==> src/rtl/essential_bit_scheduler.sv <==
// essential_bit_scheduler: walks the set bits of an 8-bit weight mask MSB-first,
// one handshaken beat per essential bit; an all-zero mask yields a single zero-flagged beat.
`default_nettype none

module essential_bit_scheduler (
    input  logic       clk,
    input  logic       reset,
    input  logic       in_valid,
    output logic       in_ready,
    input  logic [7:0] in_mask,
    output logic       out_valid,
    input  logic       out_ready,
    output logic [2:0] out_idx,
    output logic       out_last,
    output logic       out_zero,
    output logic       busy,
    output logic [3:0] beat_cnt
);

    typedef enum logic [0:0] {
        IDLE = 1'b0,
        RUN  = 1'b1
    } state_t;

    state_t     state;
    state_t     state_nxt;
    logic [7:0] rem_mask;
    logic [7:0] rem_mask_nxt;
    logic [3:0] beat_cnt_nxt;
    logic [2:0] lead_idx;
    logic [7:0] lead_bit;
    logic       single;
    logic       in_fire;
    logic       out_fire;

    // Ascending scan: the highest set bit is written last and wins.
    always_comb begin
        lead_idx = 3'd0;
        lead_bit = 8'd0;
        for (int i = 0; i < 8; i++) begin
            if (rem_mask[i]) begin
                lead_idx = 3'(7 - i);
                lead_bit = 8'd1 << i;
            end
        end
    end

    assign single    = (rem_mask & (rem_mask - 8'd1)) == 8'd0;
    assign out_valid = (state == RUN);
    assign busy      = (state == RUN);
    assign out_idx   = lead_idx;
    assign out_last  = single;
    assign out_zero  = (state == RUN) && (rem_mask == 8'd0);
    assign in_ready  = (state == IDLE) || (out_ready && single);
    assign in_fire   = in_valid && in_ready;
    assign out_fire  = out_valid && out_ready;

    always_comb begin
        state_nxt    = state;
        rem_mask_nxt = rem_mask;
        beat_cnt_nxt = beat_cnt;
        // Clearing the leading one of a single-bit mask drains it to zero,
        // so the idle state naturally presents idx 0 / last 1.
        if (out_fire) begin
            rem_mask_nxt = rem_mask & ~lead_bit;
            beat_cnt_nxt = beat_cnt + 4'd1;
            if (single) begin
                state_nxt = IDLE;
            end
        end
        if (in_fire) begin
            rem_mask_nxt = in_mask;
            beat_cnt_nxt = 4'd0;
            state_nxt    = RUN;
        end
    end

    always_ff @(posedge clk) begin
        if (reset) begin
            state    <= IDLE;
            rem_mask <= 8'd0;
            beat_cnt <= 4'd0;
        end else begin
            state    <= state_nxt;
            rem_mask <= rem_mask_nxt;
            beat_cnt <= beat_cnt_nxt;
        end
    end

endmodule

`default_nettype wire

==> config.mk <==
export PLATFORM = sky130hd
export DESIGN_NAME = essential_bit_scheduler
export DESIGN_NICKNAME = d
export VERILOG_FILES = /design/src/rtl/essential_bit_scheduler.sv
export SDC_FILE = /design/constraint.sdc
export NUM_CORES = 1
export LEC_CHECK = 0
export ABC_CLOCK_PERIOD_IN_PS = 2250
export CAP_MARGIN = 20
export CORE_UTILIZATION = 48
export CTS_BUF_LIST = sky130_fd_sc_hd__clkbuf_8
export CTS_CLUSTER_DIAMETER = 100
export CTS_CLUSTER_SIZE = 30
export DETAILED_ROUTE_END_ITERATION = 8
export PLACE_DENSITY_LB_ADDON = 0.25
export REMOVE_ABC_BUFFERS = 1
export SETUP_SLACK_MARGIN = 0.02
export SLEW_MARGIN = 20
export SYNTH_ARGS = -nofsm -noshare
export SYNTH_HDL_FRONTEND = slang
export SYNTH_SLANG_ARGS = --single-unit
==> constraint.sdc <==
create_clock -name clk -period 2.25 [get_ports clk]
set_input_delay 0.3375 -clock clk [delete_from_list [all_inputs] [get_ports clk]]
set_output_delay 0.3375 -clock clk [all_outputs]
set_load 0.005 [all_outputs]
# ---- After elaboration in Yosys (flattened, before gate mapping)
# Cells that the tools add are included.
dict set report word_totals {
  regBits 13
  latch_bits 0
  ram_bits 0
  romBits 0
  inputBits 12
  out_inout_bits 12
  wordCells 41
  n_memories 0
}
dict set report op_classes {
  n_addsub 2
  multipliers 0
  n_div 0
  n_lt_le_gt_ge 0
  eq_ne 0
  n_shift 0
  muxes 21
  bitwise_logic 4
  n_reduce_logical 11
}
# cell n
set op_table {}
lappend op_table {{8-bit 2-to-1 mux} 8}
lappend op_table {{3-bit 2-to-1 mux} 8}
lappend op_table {{8-bit AND} 2}
lappend op_table {{8-bit logical NOT} 2}
lappend op_table {{8-bit NOT} 1}
lappend op_table {{8-bit by 1-bit subtractor with 8-bit output (second input constant)} 1}
lappend op_table {{4-bit by 1-bit adder with 4-bit output (second input constant)} 1}
lappend op_table {{1-bit logical AND} 4}
lappend op_table {{1-bit 2-to-1 mux} 4}
lappend op_table {{2-bit nonzero test} 2}
lappend op_table {{2-bit 2-to-1 mux} 1}
lappend op_table {{2-bit AND reduction} 1}
lappend op_table {{2-bit OR reduction} 1}
lappend op_table {{1-bit logical OR} 1}
lappend op_table {{1-bit NOT} 1}

# ---- Logic depth before layout (Yosys ltp)
# Gate-level depths: netlist of the first run.
dict set report logic_depth {
  depth_word 12
  mapped_depth 6
  mapped_depth_nobuf 5
}

# ---- Worst setup path after synthesis of the first run
# No wires, ideal clock.
dict set report synth_timing {
  path_kind {flip-flop to output port}
  from {register rem_mask[4]}
  to {output port in_ready}
  arrival_time_ns 1.449
  required_ns 1.913
  path_slack_ns 0.463
  stages_incl_launch_ff 5
  n_path_buf 0
  cell_sequence {dfxtp_1 > or4_1 > a211o_1 > and2_1 > o21ai_2}
}
dict set report synth_between {
  elab_chain_cells 5
}
# item line_no
set synth_lines {}
lappend synth_lines {{from (decl)} 27} ;# logic [7:0] rem_mask;
lappend synth_lines {{from (signal assigned)} 85} ;# rem_mask <= rem_mask_nxt;
lappend synth_lines {{8-bit by 1-bit subtractor with 8-bit output} 48} ;# assign single = (rem_mask & (rem_mask - 8'd1)) == 8'd0;
lappend synth_lines {{8-bit AND (*)} 48}
lappend synth_lines {{8-bit logical NOT (*)} 48}
lappend synth_lines {{1-bit logical AND (*)} 54} ;# assign in_ready = (state == IDLE) || (out_ready && single);
lappend synth_lines {{1-bit logical OR (*)} 54}
lappend synth_lines {{to (decl)} 9} ;# output logic in_ready,
# Mark *: on every way between the ends. The rest lies on a longest branch, timed or not.

# ---- Final worst setup path of the first run
dict set report layout_timing {
  from {register rem_mask[4]}
  to {output port out_zero}
}
dict set report layout_between {
  elab_chain_cells 2
}
# item line_no
set layout_lines {}
lappend layout_lines {{8-bit logical NOT} 53} ;# assign out_zero = (state == RUN) && (rem_mask == 8'd0);
lappend layout_lines {{1-bit logical AND} 53}
lappend layout_lines {{to (decl)} 15} ;# output logic out_zero,
# No other way between the ends.

==> results.json, run 1 <==
{
  "initial_utilization": 0.5219,
  "drc_errors": 0,
  "p_comb_frac": 0.357,
  "crit_required_ns": 1.91,
  "yosysTopAreaCellShare": 0.3235,
  "viasPerCell": 6.362,
  "slew_viol_final": 0,
  "h-tree-depth": 1,
  "dpl_worst_slack_ns": -0.05321,
  "io_pins": 24,
  "hold_violations": 0,
  "fin_util": 0.7662,
  "syn-instance-count": 102,
  "clock_path_buffers": 2,
  "power.density_nw_per_um2": 617.7,
  "grt_pass1_vias": 858,
  "num_rows": 14,
  "cts_buffers": 3,
  "r2r_slack_ns": 0.25,
  "yosysUniqueCellTypes": 42,
  "yosysWarnings": 0,
  "antenna_left": 0,
  "p_clk_frac": 0.278,
  "syn_area_um2": 804.5,
  "crit_path_end_kind": "output port",
  "cp_slowest_cell": "clkdlybuf4s50_1",
  "crit_arrival_ns": 1.83,
  "power.share.sequential": 0.365,
  "diodes": 0,
  "antenna_found_initial": 0,
  "fin_nets": 150,
  "core_um2": 1541,
  "swShare": 0.3067,
  "synth-seq-cells": 13,
  "dp_hpwl_um": 1697,
  "grt_usage": 0.2852,
  "yosys-top-cells-area": "dfxtp_1, a21oi_1, nand3_1",
  "numPortBuffers": 23,
  "power.internal_uw": 505.8,
  "overflow": 0,
  "die_area_um2": 1844,
  "yosys-top-cells-count": "a21oi_1, dfxtp_1, nand3_1, nor2_1",
  "max-cap-violations": 0,
  "worst_hold_slack_ns": 0.5505,
  "synth-edff-count": 0,
  "wl_um": 2500,
  "rsz0062_at_grt": "no",
  "place_area_um2": 1111,
  "fin_crit_sh": 0.9633,
  "fillers": 118,
  "cts_tree": "done",
  "worstMarginPinSlew_ns": 0.5412,
  "drtPass1Iterations": 4,
  "vias": 967,
  "grt_pass1_wl_um": 3946,
  "start_kind": "flop",
  "synthArstFlopShare": 0,
  "clk_pin_slew_ns": 0.05,
  "cellLeakagePower_nw": 0.4724,
  "synth_flop_cell": "dfxtp_1",
  "peakVddDrop_v": 0.0004320,
  "setup_violations": 0,
  "run_status": "finished, final reports clean",
  "drt_iter0_drc": 34,
  "cp_max_fo": 6,
  "dp_cells": 147,
  "root_buffer": "clkbuf_8",
  "drive_above_1_share": 0.2132,
  "cts_hold_buf": 0,
  "synth_top_area_cell": "dfxtp_1",
  "cts_num_sinks": 13,
  "p_switching_uw": 223.8,
  "fmax_ghz": 0.4614,
  "layout_setup_ws_ns": 0.08250,
  "die_w_um": 42.94,
  "finalNonFillerCells": 152,
  "clock_skew_ns": 0.001076,
  "fin_crit_ns": 2.167,
  "seq_area_frac_synth": 0.3235,
  "die_h_um": 42.94,
  "wl_per_cell_um": 16.45,
  "clk_latency_ns": 0.24,
  "grt_max_degree": 17,
  "cpPeakStageDelay_ns": 0.49,
  "slew_headroom": 0.6387,
  "place.gp.congestion": 0.8683,
  "stdcell_area_um2": 1181,
  "path_cells": "buf_4 -> or2_4 -> nor3_4 -> and3_1 -> clkdlybuf4s50_1",
  "layout-area-overhead-vs-synth_pct": 46.81,
  "hold_class": "reg2reg",
  "syn_area_per_cell_um2": 7.887,
  "critPathKind": "reg2out"
}
critical path: cells and delay by family (launching register included):
kind / cells / cell delay, ns
AND/OR/NAND/NOR: 3 / 0.63
flip-flops: 1 / 0.31
buffers and inverters: 2 / 0.65
per-stage QoR:
stage	setup TNS [ns]	total power, mW
after floorplan	0	0.3778
after global placement	0	0.4974
after detailed placement	-0.05321	0.5056
after CTS	0	0.7224
after global routing	0	0.7642
final	0	0.7296
logic make-up (layout without fill, tap and decap cells):
kind of cell	count (synthesis)	count (layout)	synth area share
DFF	13	13	0.3235
buffers and inverters	9	43	0.04666
adders and majority gates	2	2	0.02799
and+or+nand+nor	39	39	0.2629
AOI/OAI and AO/OA	34	34	0.2815
muxes	2	2	0.02488
xor gates and xnor gates	3	3	0.03267
cells in the final DEF, fill, tap and decap left out, types with 2 or more instances in the layout:
| cell type | Yosys | final |
|---|---|---|
| a211o_1 | 2 | 2 |
| a21oi_1 | 13 | 13 |
| a31oi_1 | 2 | 2 |
| buf_4 | 1 | 11 |
| clkbuf_8 | 0 | 3 |
| clkdlybuf4s50_1 | 0 | 20 |
| dfxtp_1 | 13 | 11 |
| dfxtp_2 | 0 | 2 |
| inv_1 | 5 | 6 |
| mux2i_1 | 2 | 2 |
| nand2_1 | 2 | 2 |
| nand3_1 | 9 | 9 |
| nor2_1 | 9 | 9 |
| nor3_1 | 5 | 4 |
| o211ai_1 | 2 | 2 |
| o21ai_0 | 3 | 3 |
| or2_4 | 0 | 2 |
| xnor2_1 | 2 | 2 |
layer usage:
| metal | share of wire | vias to the layer above | routed length (um) | track usage |
|---|---|---|---|---|
| li1 | - | 458 | - | - |
| met4 | 0.013 | 0 | 33 | 0.1333 |
| met2 | 0.49 | 48 | 1229 | 0.4455 |
| met5 | 0 | - | 0 | 0 |
| met3 | 0.067 | 6 | 167 | 0.05957 |
| met1 | 0.43 | 455 | 1069 | 0.3734 |
cell type report:
class,count,area [um2],area share
clock buffer,3,41.29,0.03496
clock inverter,1,3.754,0.003178
inverter,5,18.77,0.01589
multi-input combinational,80,529.3,0.4481
sequential,13,262.8,0.2225
tap,16,20.02,0.01695
timing repair buffer,34,305.3,0.2585
state kept, by name (all words and copies together) (netlist names):
register  count
rem_mask      8
beat_cnt      4
busy          1
path summary, 6_finish.rpt:
check,startpoint,end,depth (start not counted)
setup / recovery,rem_mask[4],out_zero,5
hold / removal,beat_cnt[3],beat_cnt[3],2
setup reg to reg,rem_mask[1],rem_mask[5],7
hold reg to reg,beat_cnt[3],beat_cnt[3],2
repair_timing:
item	in CTS	in global routing
endpoints found under the setup margin	3	4
buffers inserted	1	0
resized for setup	10	6
pin swaps	1	1
cloned	0	0
power by group through the flow:
stage                     clock network (mW)  logic (mW)  registers (mW)
after CTS                              0.208       0.251           0.263
after detailed placement                   0       0.238           0.267
final                                  0.203       0.261           0.266
after global placement                     0       0.231           0.266
after global routing                   0.215       0.282           0.267
after floorplan                            0       0.111           0.267
Power figures use the tool's default switching activity.
==> run 2, diff against run 1 <==
- CAP_MARGIN: 20 -> unset
==> results of run 2 <==
The final DEF is identical to that of run 1; final timing and power are the same.
